--- config.mk ---
export PLATFORM = sky130hd
export DESIGN_NAME = imem_loader_flat
export DESIGN_NICKNAME = d
export VERILOG_FILES = /design/src/rtl/imem_loader_pkg.sv /design/src/rtl/imem_loader_if.sv /design/src/rtl/imem_loader_word_assembler.sv /design/src/rtl/imem_loader.sv /design/src/flat_wrapper.sv
export SDC_FILE = /design/constraint.sdc
export NUM_CORES = 1
export LEC_CHECK = 0
export CAP_MARGIN = 5
export CORE_MARGIN = 5
export CORE_UTILIZATION = 34
export CTS_BUF_LIST = sky130_fd_sc_hd__clkbuf_4 sky130_fd_sc_hd__clkbuf_8
export DETAILED_ROUTE_END_ITERATION = 10
export RECOVER_POWER = 50
export SLEW_MARGIN = 20
export SYNTH_ARGS = -nofsm -noshare
export SYNTH_HDL_FRONTEND = slang
export SYNTH_SLANG_ARGS = --single-unit
--- constraint.sdc ---
create_clock -name i_clk -period 3.6 [get_ports i_clk]
set_input_delay 0.72 -clock i_clk [delete_from_list [all_inputs] [get_ports i_clk]]
set_output_delay 0.72 -clock i_clk [all_outputs]
set_load 0.005 [all_outputs]
--- src/rtl/imem_loader_pkg.sv ---
// Shared types and constants for the instruction-memory boot loader.
//   state_e       : frame-parsing FSM states
//   MagicDefault  : default frame start byte
//   LenW          : width of the frame word-count field
package imem_loader_pkg;

   typedef enum logic [2:0] {
      StIdle,
      StLenLo,
      StLenHi,
      StData,
      StChk,
      StDone,
      StErr
   } state_e;

   localparam logic [7:0]  MagicDefault = 8'hA5;
   localparam int unsigned LenW         = 16;

endpackage

--- src/rtl/imem_loader_if.sv ---
// Byte-stream input and instruction-memory write port of the boot loader.
//   i_rx_valid / i_rx_data : one-cycle strobe plus received byte
//   o_we / o_waddr / o_wdata : one-cycle word write into instruction memory
// master = loader side, slave = the environment (UART receiver + memory).
interface imem_loader_if;

   logic        i_rx_valid;
   logic [7:0]  i_rx_data;
   logic        o_we;
   logic [31:0] o_waddr;
   logic [31:0] o_wdata;

   modport master (
      input  i_rx_valid,
      input  i_rx_data,
      output o_we,
      output o_waddr,
      output o_wdata
   );

   modport slave (
      output i_rx_valid,
      output i_rx_data,
      input  o_we,
      input  o_waddr,
      input  o_wdata
   );

endinterface

--- src/rtl/imem_loader_word_assembler.sv ---
// Packs payload bytes (least-significant first) into 32-bit words.
//   clk_i, rst_ni  : clock, synchronous active-low reset
//   clear_i        : restart byte counting at a new frame
//   byte_valid_i   : byte_i is a payload byte to consume this cycle
//   byte_i         : payload byte
//   byte_last_o    : the next consumed byte completes a word
//   word_valid_o   : one-cycle pulse, cycle after the 4th byte of a word
//   word_o         : assembled word; holds until the next word completes
module imem_loader_word_assembler (
   input  logic        clk_i,
   input  logic        rst_ni,
   input  logic        clear_i,
   input  logic        byte_valid_i,
   input  logic [7:0]  byte_i,
   output logic        byte_last_o,
   output logic        word_valid_o,
   output logic [31:0] word_o
);

   logic [1:0]  cnt_q, cnt_d;
   logic [23:0] shift_q, shift_d;
   logic [31:0] word_q, word_d;
   logic        valid_q, valid_d;

   assign byte_last_o  = (cnt_q == 2'd3);
   assign word_valid_o = valid_q;
   assign word_o       = word_q;

   always_comb begin
      cnt_d   = cnt_q;
      shift_d = shift_q;
      word_d  = word_q;
      valid_d = 1'b0;
      if (clear_i) begin
         cnt_d = '0;
      end else if (byte_valid_i) begin
         // Shift down so the first byte ends up in the low lane.
         shift_d = {byte_i, shift_q[23:8]};
         cnt_d   = cnt_q + 2'd1;
         if (cnt_q == 2'd3) begin
            // Separate output register so o_wdata holds while the next word fills.
            word_d  = {byte_i, shift_q};
            valid_d = 1'b1;
         end
      end
   end

   always_ff @(posedge clk_i) begin
      if (!rst_ni) begin
         cnt_q   <= '0;
         shift_q <= '0;
         word_q  <= '0;
         valid_q <= 1'b0;
      end else begin
         cnt_q   <= cnt_d;
         shift_q <= shift_d;
         word_q  <= word_d;
         valid_q <= valid_d;
      end
   end

endmodule

--- src/rtl/imem_loader.sv ---
// Boot-time instruction-memory writer. Parses MAGIC, LEN_LO, LEN_HI,
// LEN x 4 payload bytes, CHK from a byte stream and writes each word.
//   i_clk, i_rst_n : clock, synchronous active-low reset
//   bus            : byte input and memory write port (master modport)
//   o_cpu_rst_n    : core reset, released only after a good load
//   o_busy         : frame in progress
//   o_done / o_err : outcome of the last load (level)
module imem_loader
   import imem_loader_pkg::*;
#(
   parameter int unsigned N           = 2048,
   parameter logic [7:0]  MAGIC       = MagicDefault,
   parameter int unsigned TIMEOUT_CYC = 1_000_000
) (
   input  logic          i_clk,
   input  logic          i_rst_n,
   imem_loader_if.master bus,
   output logic          o_cpu_rst_n,
   output logic          o_busy,
   output logic          o_done,
   output logic          o_err
);

   localparam int unsigned IdleW = $clog2(TIMEOUT_CYC + 1);

   state_e            state_q, state_d;
   logic [LenW-1:0]   len_q, len_d;
   logic [LenW-1:0]   idx_q, idx_d;
   logic [7:0]        sum_q, sum_d;
   logic [IdleW-1:0]  idle_q, idle_d;
   logic [31:0]       waddr_q, waddr_d;

   logic              rx;
   logic [7:0]        rx_byte;
   logic              start;
   logic              data_byte;
   logic              byte_last;
   logic              word_valid;
   logic [31:0]       word;
   logic [LenW-1:0]   len_full;

   assign rx       = bus.i_rx_valid;
   assign rx_byte  = bus.i_rx_data;
   assign len_full = {rx_byte, len_q[7:0]};

   // MAGIC restarts a frame from any resting state.
   assign start     = rx && (rx_byte == MAGIC) &&
                      (state_q inside {StIdle, StDone, StErr});
   assign data_byte = rx && (state_q == StData);

   assign o_busy      = state_q inside {StLenLo, StLenHi, StData, StChk};
   assign o_done      = (state_q == StDone);
   assign o_err       = (state_q == StErr);
   assign o_cpu_rst_n = (state_q == StDone);

   assign bus.o_we    = word_valid;
   assign bus.o_wdata = word;
   assign bus.o_waddr = waddr_q;

   imem_loader_word_assembler u_word_asm (
      .clk_i        (i_clk),
      .rst_ni       (i_rst_n),
      .clear_i      (start),
      .byte_valid_i (data_byte),
      .byte_i       (rx_byte),
      .byte_last_o  (byte_last),
      .word_valid_o (word_valid),
      .word_o       (word)
   );

   always_comb begin
      state_d = state_q;
      len_d   = len_q;
      idx_d   = idx_q;
      sum_d   = sum_q;
      waddr_d = waddr_q;
      idle_d  = '0;

      if (o_busy && !rx) begin
         idle_d = idle_q + 1'b1;
      end

      unique case (state_q)
         StIdle, StDone, StErr: begin
            if (start) begin
               state_d = StLenLo;
               sum_d   = '0;
               idx_d   = '0;
            end
         end
         StLenLo: begin
            if (rx) begin
               len_d[7:0] = rx_byte;
               state_d    = StLenHi;
            end
         end
         StLenHi: begin
            if (rx) begin
               len_d = len_full;
               if (len_full > LenW'(N)) begin
                  state_d = StErr;
               end else if (len_full == '0) begin
                  state_d = StChk;
               end else begin
                  state_d = StData;
               end
            end
         end
         StData: begin
            if (rx) begin
               sum_d = sum_q + rx_byte;
               if (byte_last) begin
                  // Address is captured with the word so it lines up with the pulse.
                  waddr_d = {14'b0, idx_q, 2'b00};
                  idx_d   = idx_q + 1'b1;
                  if (idx_q + 1'b1 == len_q) begin
                     state_d = StChk;
                  end
               end
            end
         end
         StChk: begin
            if (rx) begin
               state_d = (rx_byte == sum_q) ? StDone : StErr;
            end
         end
         default: state_d = StIdle;
      endcase

      if (o_busy && !rx && (idle_q == IdleW'(TIMEOUT_CYC - 1))) begin
         state_d = StErr;
      end
   end

   always_ff @(posedge i_clk) begin
      if (!i_rst_n) begin
         state_q <= StIdle;
         len_q   <= '0;
         idx_q   <= '0;
         sum_q   <= '0;
         idle_q  <= '0;
         waddr_q <= '0;
      end else begin
         state_q <= state_d;
         len_q   <= len_d;
         idx_q   <= idx_d;
         sum_q   <= sum_d;
         idle_q  <= idle_d;
         waddr_q <= waddr_d;
      end
   end

endmodule

--- src/flat_wrapper.sv ---
// flat-port wrapper written by rule: the top's interface ports become plain ports
module imem_loader_flat import imem_loader_pkg::*;
#(
   parameter int unsigned N           = 2048,
   parameter logic [7:0]  MAGIC       = MagicDefault,
   parameter int unsigned TIMEOUT_CYC = 1_000_000
)
  (i_clk, i_rst_n, o_cpu_rst_n, o_busy, o_done, o_err, bus_i_rx_valid, bus_i_rx_data, bus_o_we, bus_o_waddr, bus_o_wdata);
  imem_loader_if bus_i ();
  input  logic i_clk;
  input  logic i_rst_n;
  output logic o_cpu_rst_n;
  output logic o_busy;
  output logic o_done;
  output logic o_err;
  input wire logic [$bits(bus_i.i_rx_valid)-1:0] bus_i_rx_valid;
  input wire logic [$bits(bus_i.i_rx_data)-1:0] bus_i_rx_data;
  output wire logic [$bits(bus_i.o_we)-1:0] bus_o_we;
  output wire logic [$bits(bus_i.o_waddr)-1:0] bus_o_waddr;
  output wire logic [$bits(bus_i.o_wdata)-1:0] bus_o_wdata;
  assign bus_i.i_rx_valid = bus_i_rx_valid;
  assign bus_i.i_rx_data = bus_i_rx_data;
  assign bus_o_we = bus_i.o_we;
  assign bus_o_waddr = bus_i.o_waddr;
  assign bus_o_wdata = bus_i.o_wdata;
  imem_loader #(.N(N), .MAGIC(MAGIC), .TIMEOUT_CYC(TIMEOUT_CYC)) u_core (.i_clk(i_clk), .i_rst_n(i_rst_n), .bus(bus_i), .o_cpu_rst_n(o_cpu_rst_n), .o_busy(o_busy), .o_done(o_done), .o_err(o_err));
endmodule
==> run_results.csv <==
group,metric,value,unit
setup_path,start_kind,"flop",
final_layout,fin_cells,1156,
route,wl_per_cell,14.0,um
setup_path,slowest_delay,0.60,ns
global_route,use_met3,0.0408,
cts,clk_path_buf_depth,2,
power,powerDensity,449,nW/um2
setup_path,cpMaxStageDelayCell,"clkdlybuf4s50_1",
cts,ctsResizeCount,0,
timing,tightest_slew,0.712,ns
yosys,yosysWarnings,0,
final_layout,antenna_cells,0,
cts,clock-sinks,138,
die,dieHeight,149,um
die,die_w,149,um
route,ant_nets,0,
cts,htreeDepth,4,
final_layout,drive_gt1_frac,0.0714,
cts,clk_pin_slew,0.08,ns
run,max_cap_violations,0,
cts,cts_tree,"done",
timing,rsz0062_at_grt,"false",
route,firstDrtPassIters,4,
setup_path,path_cells,"inv_1 > nor3_1 > clkdlybuf4s50_1",
power,peakVddDrop,333,uV
setup_path,crit_family,"buffers and inverters",
timing,fin_ws,0.559,ns
timing,finalMaxSlewViolations,0,
yosys,synthFlopType,"dfxtp_1",
setup_path,critPathCaptureType,"primary output",
final_layout,fill_cells,1969,
timing,skew,0.0143,ns
die,rows,50,
final_layout,multi_input_area,3410,um2
die,die_area,22100,um2
yosys,yosysSeqAreaShare,0.423,
route,via_count,5722,
cts,cts_hold_buffers,0,
yosys,ys_ff_latch,138,
cts,cts_buffers,17,
global_route,grt_use_met2,0.238,
final_layout,regArea,2760,um2
route,drc,0,
timing,period_needed,3.04,ns
yosys,yosys.area.top_type,"dfxtp_1",
global_route,grt_usage,0.148,
route,avgViaCountPerCell,4.95,
route,routed_wl,16200,um
global_route,grt_pass1_vias,5120,
global_route,grt_max_degree,67,
die,io_pins,80,
global_route,globalRoute.busiestLayer,"met2",
setup_path,crit_buf_inv,2,
timing,maxSlewHeadroom,0.521,
die,core,18800,um2
outcome,status,"finished, final reports clean",
timing,finalHoldViolations,0,
timing,post-route-period-util,0.845,
placed_design,placed_cell_area,7320,um2
cts,cts_root_buffer,"clkbuf_8",
yosys,synth_edf_count,0,
placed_design,pre_cts_slack,0.355,ns
timing,setup_tns,0,ns
global_route,grt_util_met1,0.191,
timing,setup_viol,0,
route,dr.first_iter.drc_count,321,
cts,post-cts-setup-buffers,0,
final_layout,layout.nets,905,
yosys,avgSynthCellArea,7.75,um2
yosys,netlist_top_cells_area,"dfxtp_1 (42%), nand2_1 (12%), a21oi_1 (8.3%)",
global_route,antenna_found_initial,0,
min_path,hold_class,"reg2reg",
placed_design,place.gp.congestion,0.867,
yosys,synth_area,6530,um2
yosys,post-synth-top-area-fraction,0.423,
final_layout,design_area,7760,um2
final_layout,areaGrowthSynthToFinish,18.7,%
setup_path,cp_max_fo,13,
setup_path,worst-endpoint-arrival,2.32,ns
die,start_util,0.347,
global_route,gr-total-overflow,0,
yosys,synthCells,843,
placed_design,dp.cells,1124,
global_route,grt_pass1_wl,26400,um
yosys,yosysUniqueCellTypes,65,
power,p_leak,2.79,nW
placed_design,dp_hpwl,11200,um
setup_path,critPathKind,"reg2out",
cts,insertion_delay,0.47,ns
setup_path,critical_path_required,2.88,ns
timing,max_freq,329,MHz
placed_design,portBuffers,63,
yosys,async_flop_share,0,
## cell families after synthesis
group	synth area share
flops	0.423
other cells	0.000574
xor+xnor	0.0563
fa+ha+maj	0.0222
mux	0.00938
buf+inv	0.0643
compound gates	0.154
simple gates	0.270
## power by group
part | switching (mW) | leakage (nW) | total [mW] | internal (mW)
Sequential | 0.0700 | 1.11 | 1.63 | 1.56
Combinational | 0.250 | 1.45 | 0.414 | 0.164
Clock | 0.641 | 0.227 | 1.44 | 0.797
Total | 0.961 | 2.79 | 3.48 | 2.52
## placed cells by master (no fill, tap or decap), types with 7 or more instances in the layout
cell type | synthesis | layout
a21oi_1 | 108 | 108
a22oi_1 | 9 | 9
and3_1 | 7 | 7
buf_4 | 21 | 14
clkbuf_8 | 0 | 19
clkdlybuf4s50_1 | 0 | 13
conb_1 | 1 | 16
dfxtp_1 | 138 | 138
dlygate4sd3_1 | 0 | 50
ha_1 | 10 | 10
inv_1 | 11 | 10
nand2_1 | 214 | 213
nand3_1 | 17 | 17
nand4_1 | 9 | 9
nor2_1 | 60 | 60
nor3_1 | 25 | 25
nor4_1 | 10 | 10
o21ai_0 | 19 | 19
xnor2_1 | 21 | 21
xor2_1 | 21 | 21
## stage by stage
step           power [mW]  hold slack [ns]  utilization
2_1_floorplan        1.96            0.430            -
3_3_place_gp         2.08            0.441        0.389
3_5_place_dp         2.08            0.442        0.389
4_1_cts              3.52            0.455        0.413
5_1_grt              3.64            0.461        0.412
6_report             3.48            0.449        0.412
## worst reg2reg max path, cell delays in order, from the launching register on
cell     delay, ns
dfxtp_1       0.48
ha_1          0.31
nand3_2       0.23
o21a_1        0.25
o311a_1       0.33
mux2_2        0.27
or4_4         0.56
o211a_1       0.23
a211o_1       0.26
## registers in the layout, summed over array words and instances (netlist names)
name	flops
u_core.sum_q	8
u_core.len_q	16
u_core.u_word_asm.word_valid_o	1
u_core.bus.o_waddr	16
u_core.u_word_asm.shift_q	24
u_core.u_word_asm.cnt_q	2
u_core.idle_q	20
u_core.idx_q	16
u_core.state_q	3
u_core.u_word_asm.word_o	32
## final cells by class
cell class / count / area share
Clock buffer: 19 / 0.0337
Sequential cell: 138 / 0.356
Clock inverter: 13 / 0.0245
Multi-Input combinational cell: 635 / 0.440
Inverter: 11 / 0.00548
Timing Repair Buffer: 80 / 0.0985
Tap cell: 260 / 0.0419
## synth_stat cells (6+ instances only)
library cell,n
and3_1,7
buf_4,21
nor2_1,60
nand2_1,214
xor2_1,21
xnor2_1,21
nor4_1,10
nand2b_1,6
nand3_1,17
inv_1,11
o21ai_0,19
o211ai_1,6
a22oi_1,9
nor3_1,25
nand4_1,9
dfxtp_1,138
clkbuf_1,44
ha_1,10
and2_1,6
a21oi_1,108
## path summary, 6_finish.rpt
path	start	endpoint	slack, ns	depth (start not counted)
max	u_core.state_q[1]	o_err	0.56	3
min	u_core.bus.o_waddr[11]	u_core.bus.o_waddr[11]	0.45	2
max reg2reg	u_core.idx_q[0]	u_core.state_q[0]	0.58	8
min reg2reg	u_core.bus.o_waddr[11]	u_core.bus.o_waddr[11]	0.45	2
## layer usage
layer,up-vias,wire (um)
met5,-,0
met3,17,843
met1,2647,7530
met4,0,212
met2,136,7590
li1,2922,-
Power figures use the tool's default switching activity.
